--- src/rtl/conv_result_packer_if.sv ---
// Bus bundle for conv_result_packer: the element stream coming down the
// convolution chain plus the output-SRAM write port and status outputs.
interface conv_result_packer_if #(
  parameter int unsigned N  = 9,
  parameter int unsigned AW = 12
);
  // element stream
  logic          go;
  logic [N-1:0]  negative_flags;
  logic [AW-1:0] write_addr_in;
  logic [3:0]    idx_in;
  logic          flush_in;
  // SRAM write port and status
  logic          mem_we;
  logic [AW-1:0] mem_addr;
  logic [15:0]   mem_data;
  logic          busy;
  logic          done;
  logic [AW-1:0] words_written;

  // Upstream / testbench side
  modport master (
    output go, negative_flags, write_addr_in, idx_in, flush_in,
    input  mem_we, mem_addr, mem_data, busy, done, words_written
  );

  // Packer side
  modport slave (
    input  go, negative_flags, write_addr_in, idx_in, flush_in,
    output mem_we, mem_addr, mem_data, busy, done, words_written
  );
endinterface

--- src/rtl/conv_result_packer.sv ---
// Terminal stage of the binary convolution pipeline: popcounts each row of
// negative flags, thresholds it to one activation bit, packs 16 bits per word
// and writes full words (or a flushed partial word) to output SRAM.
module conv_result_packer #(
  parameter int unsigned N      = 9,
  parameter int unsigned THRESH = N / 2,
  parameter int unsigned AW     = 12
) (
  input logic                clock,
  input logic                reset,
  conv_result_packer_if.slave bus
);
  localparam int unsigned PW = $clog2(N + 1);

  localparam logic [1:0] S_IDLE  = 2'd0;
  localparam logic [1:0] S_FILL  = 2'd1;
  localparam logic [1:0] S_DRAIN = 2'd2;

  logic [1:0]    state, state_nxt;
  logic          accept;
  logic [PW-1:0] pc_in, pc1;
  logic          v1;
  logic [AW-1:0] addr1;
  logic [3:0]    idx1;
  logic [15:0]   buf_q, mask_q, buf_upd, mask_upd;
  logic [AW-1:0] buf_addr;
  logic          wr_full, wr_part, wr_fire;
  logic [AW-1:0] wr_addr;
  logic [15:0]   wr_data;
  logic          mem_we_q, done_q;
  logic [AW-1:0] mem_addr_q, ww_q;
  logic [15:0]   mem_data_q;

  // Elements are ignored while draining so the flush sees a stable buffer
  assign accept = bus.go && (state != S_DRAIN);

  // Popcount of the incoming tap flags
  always_comb begin
    pc_in = '0;
    for (int unsigned i = 0; i < N; i++) begin
      pc_in = pc_in + PW'(bus.negative_flags[i]);
    end
  end

  // Next-state logic: any flush leads to one DRAIN cycle, then back to IDLE
  always_comb begin
    state_nxt = state;
    case (state)
      S_IDLE: begin
        if (bus.flush_in)  state_nxt = S_DRAIN;
        else if (bus.go)   state_nxt = S_FILL;
      end
      S_FILL: begin
        if (bus.flush_in)  state_nxt = S_DRAIN;
      end
      S_DRAIN:             state_nxt = S_IDLE;
      default:             state_nxt = S_IDLE;
    endcase
  end

  // Stage-2 merge of the held element and the resulting write decision.
  // Occupancy comes from mask_upd so an all-zero partial word is still written.
  always_comb begin
    buf_upd  = buf_q;
    mask_upd = mask_q;
    wr_full  = 1'b0;
    if (v1) begin
      buf_upd[idx1]  = (32'(pc1) <= THRESH);
      mask_upd[idx1] = 1'b1;
      wr_full        = (idx1 == 4'd15);
    end
    wr_part = (state == S_DRAIN) && !wr_full && (mask_upd != '0);
    wr_fire = wr_full || wr_part;
    wr_addr = v1 ? addr1 : buf_addr;
    wr_data = buf_upd;
  end

  // State register
  always_ff @(posedge clock or posedge reset) begin
    if (reset) state <= S_IDLE;
    else       state <= state_nxt;
  end

  // Stage 1: register popcount, address and bit index of an accepted element
  always_ff @(posedge clock or posedge reset) begin
    if (reset) begin
      v1    <= 1'b0;
      pc1   <= '0;
      addr1 <= '0;
      idx1  <= '0;
    end else begin
      v1 <= accept;
      if (accept) begin
        pc1   <= pc_in;
        addr1 <= bus.write_addr_in;
        idx1  <= bus.idx_in;
      end
    end
  end

  // Stage 2: word buffer and written-mask, cleared on any write or drain
  always_ff @(posedge clock or posedge reset) begin
    if (reset) begin
      buf_q    <= '0;
      mask_q   <= '0;
      buf_addr <= '0;
    end else begin
      if (wr_fire || (state == S_DRAIN)) begin
        buf_q  <= '0;
        mask_q <= '0;
      end else begin
        buf_q  <= buf_upd;
        mask_q <= mask_upd;
      end
      if (v1) buf_addr <= addr1;
    end
  end

  // SRAM write port, done pulse and write counter
  always_ff @(posedge clock or posedge reset) begin
    if (reset) begin
      mem_we_q   <= 1'b0;
      mem_addr_q <= '0;
      mem_data_q <= '0;
      done_q     <= 1'b0;
      ww_q       <= '0;
    end else begin
      mem_we_q <= wr_fire;
      done_q   <= (state == S_DRAIN);
      if (wr_fire) begin
        mem_addr_q <= wr_addr;
        mem_data_q <= wr_data;
        ww_q       <= ww_q + 1'b1;
      end
    end
  end

  assign bus.mem_we        = mem_we_q;
  assign bus.mem_addr      = mem_addr_q;
  assign bus.mem_data      = mem_data_q;
  assign bus.done          = done_q;
  assign bus.words_written = ww_q;
  assign bus.busy          = (state != S_IDLE) || v1 || (mask_q != '0);

endmodule
--- src/flat_wrapper.sv ---
// flat-port wrapper written by rule: the top's interface ports become plain ports
module conv_result_packer_flat 
#(
  parameter int unsigned N      = 9,
  parameter int unsigned THRESH = N / 2,
  parameter int unsigned AW     = 12
)
  (clock, reset, bus_go, bus_negative_flags, bus_write_addr_in, bus_idx_in, bus_flush_in, bus_mem_we, bus_mem_addr, bus_mem_data, bus_busy, bus_done, bus_words_written);
  conv_result_packer_if #(.N(N), .AW(AW)) bus_i ();
  input logic clock;
  input logic reset;
  input wire logic [$bits(bus_i.go)-1:0] bus_go;
  input wire logic [$bits(bus_i.negative_flags)-1:0] bus_negative_flags;
  input wire logic [$bits(bus_i.write_addr_in)-1:0] bus_write_addr_in;
  input wire logic [$bits(bus_i.idx_in)-1:0] bus_idx_in;
  input wire logic [$bits(bus_i.flush_in)-1:0] bus_flush_in;
  output wire logic [$bits(bus_i.mem_we)-1:0] bus_mem_we;
  output wire logic [$bits(bus_i.mem_addr)-1:0] bus_mem_addr;
  output wire logic [$bits(bus_i.mem_data)-1:0] bus_mem_data;
  output wire logic [$bits(bus_i.busy)-1:0] bus_busy;
  output wire logic [$bits(bus_i.done)-1:0] bus_done;
  output wire logic [$bits(bus_i.words_written)-1:0] bus_words_written;
  assign bus_i.go = bus_go;
  assign bus_i.negative_flags = bus_negative_flags;
  assign bus_i.write_addr_in = bus_write_addr_in;
  assign bus_i.idx_in = bus_idx_in;
  assign bus_i.flush_in = bus_flush_in;
  assign bus_mem_we = bus_i.mem_we;
  assign bus_mem_addr = bus_i.mem_addr;
  assign bus_mem_data = bus_i.mem_data;
  assign bus_busy = bus_i.busy;
  assign bus_done = bus_i.done;
  assign bus_words_written = bus_i.words_written;
  conv_result_packer #(.N(N), .THRESH(THRESH), .AW(AW)) u_core (.clock(clock), .reset(reset), .bus(bus_i));
endmodule
--- config.mk ---
export PLATFORM = sky130hd
export DESIGN_NAME = conv_result_packer_flat
export DESIGN_NICKNAME = d
export VERILOG_FILES = /design/src/rtl/conv_result_packer_if.sv /design/src/rtl/conv_result_packer.sv /design/src/flat_wrapper.sv
export SDC_FILE = /design/constraint.sdc
export NUM_CORES = 1
export LEC_CHECK = 0
export BUFFER_PORTS_ARGS = -buffer_cell sky130_fd_sc_hd__buf_2
export CAP_MARGIN = 20
export CELL_PAD_IN_SITES_DETAIL_PLACEMENT = 1
export CELL_PAD_IN_SITES_GLOBAL_PLACEMENT = 1
export CORE_AREA = 5 5 98 122
export DETAILED_ROUTE_END_ITERATION = 10
export DIE_AREA = 0 0 103 127
export PLACE_DENSITY_LB_ADDON = 0.15
export SETUP_SLACK_MARGIN = 0.05
export SKIP_CTS_REPAIR_TIMING = 1
export SLEW_MARGIN = 20
export SYNTH_ARGS = -nofsm -noshare
export SYNTH_HDL_FRONTEND = slang
export SYNTH_SLANG_ARGS = --single-unit
--- constraint.sdc ---
create_clock -name clock -period 4.3 [get_ports clock]
set_input_delay 0.645 -clock clock [delete_from_list [all_inputs] [get_ports clock]]
set_output_delay 0.645 -clock clock [all_outputs]
set_load 0.1 [all_outputs]
==> impl_summary.md <==
Cells and area
Compared with the post-synthesis result, the final layout area differs by 17.2%. Once layout is complete, the cells apart from fillers number 619. The final design utilization is 50.3%. The count of filler cells inserted in the layout is 1181.

The number of diodes is 0. The post-layout net count is 523. The share of cells above drive strength 1 is 25.5%.

CTS
Clock-pin slew was measured on the worst setup and hold paths at 80 ps. The root buffer selected by CTS is sky130_fd_sc_hd__clkbuf_16. The source-to-sink clock delay at the later pin of the worst-skew pair is 350 ps. The clock drives 109 sinks. The number of buffers added by the clock tree synthesis step is 9. TritonCTS built the clock tree. The maximum root-to-sink buffer count is 2. The H-tree generated during clock tree synthesis spans 3 levels.

Critical path
Walking the worst path, the cells encountered are buf_2 -> ha_1 -> inv_1 -> fa_1 -> fa_1 -> fa_1 -> inv_1 -> ha_1 -> fa_1 -> xnor2_1 -> o21ai_0. The largest fanout on the critical path is 2. For the worst setup path, the data arrival time is 3390 ps. By startpoint and endpoint, the worst setup path is classified as input pin to flop.

The worst setup path is launched from an input pin. The delay of the slowest cell on the worst path is 490 ps. Data on the critical path is required at its endpoint by 4490 ps. The cell at the slowest stage of the critical path is sky130_fd_sc_hd__fa_1. The kind of capture point of the worst setup path is a flop. The most numerous cell on the critical path is sky130_fd_sc_hd__fa_1.

Yosys
Counting distinct cell types in the post-synthesis netlist gives 39. The fraction of synthesized area in multiplexers is 9.77%. In this run the cell area of the synthesized design comes to 0.00456 sq mm. The synthesized design contains 109 register bits. The Yosys step of the flow raised 0 warnings. The synthesized-area fraction occupied by and/or/nand/nor cells is 17.1%. After synthesis, the share of flip-flops with an asynchronous set or reset is 100%. The compound-cell area share of the yosys netlist is 3.62%. The number of standard cells after synthesis is 412. In this run, synthesis inferred 0 flip-flops with an integrated enable. The number of nets in the synthesized netlist is 453. The post-synthesis adder-cell area fraction is 4.12%. Summing the areas of all xor and xnor instances in the mapped netlist gives 2.31% of the synthesized area.

In the synthesized netlist the dominant register cell turns out to be sky130_fd_sc_hd__dfrtp_1. After synthesis, the largest family of logic cells by area is simple AND/OR/NAND/NOR gates. The portion of the post-synthesis area used by sequential elements is 59.8%. The per-instance average area after synthesis is 11.1 sq um.

Placed design
At the end of routability-driven placement, the weighted congestion stood at 0.733. The number of buffers added on ports is 71. After detailed placement, the design holds a cell count of 603.

The placed wire-length estimate after detailed placement is 7.17 mm.

GRT
The pin count of the biggest net entering global routing is 54. The number of global-route vias before repair came to 3495. For this run, the total global-route usage over all layers was measured as 16.9%. The first global-routing pass estimated 17.3 mm of wire.

The initial antenna violation count is 0. After global routing the overflow that remains totals 0.

Job
The number of violations of the max-capacitance limit is 0.

Die
The initial utilization of the core area, before any placement, comes to 42.9%. The die covers 0.0131 sq mm. The floorplan has 42 rows. The x dimension of the die is 103 um. From bottom edge to top edge, the die measures 127 um. The core outline area is 0.0106 sq mm. For this design the top-level I/O count stands at 72.

Min path
The tightest min-delay check is of the input pin to asynchronous set/reset pin type.

Timing
Setup repair after global routing left no endpoint under its margin. Dividing the final minimum period by the clock period gives 74.6%. The number of pins with negative max-slew slack in the final report is 0. Setup violations remaining at the end of the flow were counted as 0. The final count of hold timing violations came to 0. At the pin with the least slew margin, the transition time is 882 ps.

Timing would allow up to 312 MHz. The sum of negative setup slack is 0 ps. In this run the tightest slew margin relative to its limit is 41.2%.

Across the routed clock network, the largest skew measured is 9.43 ps. The shortest clock period the worst path allows after layout is 3210 ps.

Drt
The detailed-route vias per instance is 5.02. The count of antenna-violating nets left after detailed routing is 0. After the first detailed-routing iteration, the DRC count stood at 67. In the routed design, unresolved DRC markers number 0. The routed layout has 3106 vias. The number of iterations in the first detailed-routing pass is 4. The sum of routed wire length over all layers is 10.3 mm.

The final routed wire length divided by cell count is 16.7 um.

Pwr
The power density normalized to cell area is 685 mW/mm^2. The leakage power of the design is 0.00271 uW. The overall power of the completed layout is 3660 uW. The largest voltage drop on the vdd net is 563 uV.

Run status
The run finished with clean final reports.
## layout make-up
type	instances	area (sq um)	share of cell area, %
flip-flops and latches	109	2730	51.1
multi-input cells	270	1680	31.5
repair buffers	75	385	7.21
clock buffers	9	225	4.22
well taps	132	165	3.09
clock inverters	7	88.8	1.66
inverters	17	66.3	1.24
## metrics by stage
step	hold WS, ps	worst slack, ps	instance area (sq um)
after floorplan	440	781	4560
after global placement	455	833	5030
after detailed placement	461	720	5030
after CTS	218	1080	5340
after global routing	235	993	5340
final	218	1090	5340
## cell usage in the layout, fill, tap and decap left out, types with 2 or more instances in the layout
cell type and n:
sky130_fd_sc_hd__o21ai_0 17, sky130_fd_sc_hd__buf_2 71, sky130_fd_sc_hd__ha_1 7, sky130_fd_sc_hd__mux2i_1 16, sky130_fd_sc_hd__nor2_1 61, sky130_fd_sc_hd__clkbuf_16 9, sky130_fd_sc_hd__xnor2_1 7, sky130_fd_sc_hd__nand4_1 3
sky130_fd_sc_hd__inv_6 2, sky130_fd_sc_hd__a21oi_1 4, sky130_fd_sc_hd__nand2_1 85, sky130_fd_sc_hd__xor2_1 5, sky130_fd_sc_hd__inv_8 3, sky130_fd_sc_hd__nor4_1 2, sky130_fd_sc_hd__nand3_1 3, sky130_fd_sc_hd__and3_1 3
sky130_fd_sc_hd__fa_1 5, sky130_fd_sc_hd__o21ai_4 2, sky130_fd_sc_hd__buf_4 4, sky130_fd_sc_hd__nand3b_1 2, sky130_fd_sc_hd__mux2_2 20, sky130_fd_sc_hd__nand2b_1 3, sky130_fd_sc_hd__nor3_1 9, sky130_fd_sc_hd__mux2_4 4
sky130_fd_sc_hd__inv_1 14, sky130_fd_sc_hd__dfrtp_1 109
## worst paths after layout
check                                                          end  cells after the start  slack (ps)                          startpoint
min in group clock                     u_core.state[0]$_DFFE_PP0P_                      2         470                        bus_flush_in
worst min-delay path            u_core.bus.mem_addr[5]$_DFFE_PP0P_                      2         220                               reset
worst min register to register  u_core.bus.mem_data[6]$_DFFE_PP0P_                      2         470  u_core.bus.mem_data[6]$_DFFE_PP0P_
worst max register to register  u_core.bus.mem_addr[3]$_DFFE_PP0P_                      5        1510                 u_core.v1$_DFF_PP0_
max in group asynchronous               u_core.mask_q[6]$_DFF_PP0_                      3        3150                               reset
worst max-delay path                     u_core.pc1[2]$_DFFE_PP0P_                     11        1090               bus_negative_flags[0]
## sequential cells by signal, indices dropped and copies added, names as in the netlist
signal                    cells
u_core.bus.mem_addr          12
u_core.state                  2
u_core.mask_q                16
u_core.bus.words_written     12
u_core.pc1                    4
u_core.idx1                   4
u_core.bus.done               1
u_core.addr1                 12
u_core.bus.mem_data          16
u_core.v1                     1
u_core.buf_q                 16
u_core.buf_addr              12
u_core.bus.mem_we             1
## layer usage
layer,vias to the layer above,routed length (um),global-route usage [%]
met1,1573,4180,19.7
met4,0,159,5.79
li1,1470,-,-
met2,52,5560,30.0
met5,-,0,0
met3,11,433,4.14
## logic make-up after synthesis
group | count (synthesis)
simple gates | 179
flops | 109
mux | 40
buf+inv | 33
compound gates | 27
xor+xnor | 12
fa+ha+maj | 12
## power by group
part	leakage [uW]	switching [uW]	internal (uW)	total [uW]
clock network	0.000152	412	469	881
registers	0.00142	133	1220	1360
logic	0.00114	1140	285	1420
total	0.00271	1680	1980	3660
## worst max-delay path: cells and delay by family
| kind | cells | cell delay [ps] |
|---|---|---|
| adder cells (fa/ha/maj) | 6 | 2280 |
| buffers and inverters | 3 | 220 |
| XOR/XNOR | 1 | 160 |
| AO/OA/AOI/OAI | 1 | 90 |
## synthesized netlist by cell type, drive strengths merged (7+ instances only)
library cell / n / share of area, %
buf: 11 / 1.5
dfrtp: 109 / 60
ha: 7 / 1.9
inv: 16 / 1.3
mux2: 24 / 6.3
mux2i: 16 / 3.5
nand2: 85 / 7.0
nor2: 62 / 5.1
nor3: 9 / 0.99
o21ai: 20 / 2.7
xnor2: 7 / 1.3
(Power assumes the default switching activity.)
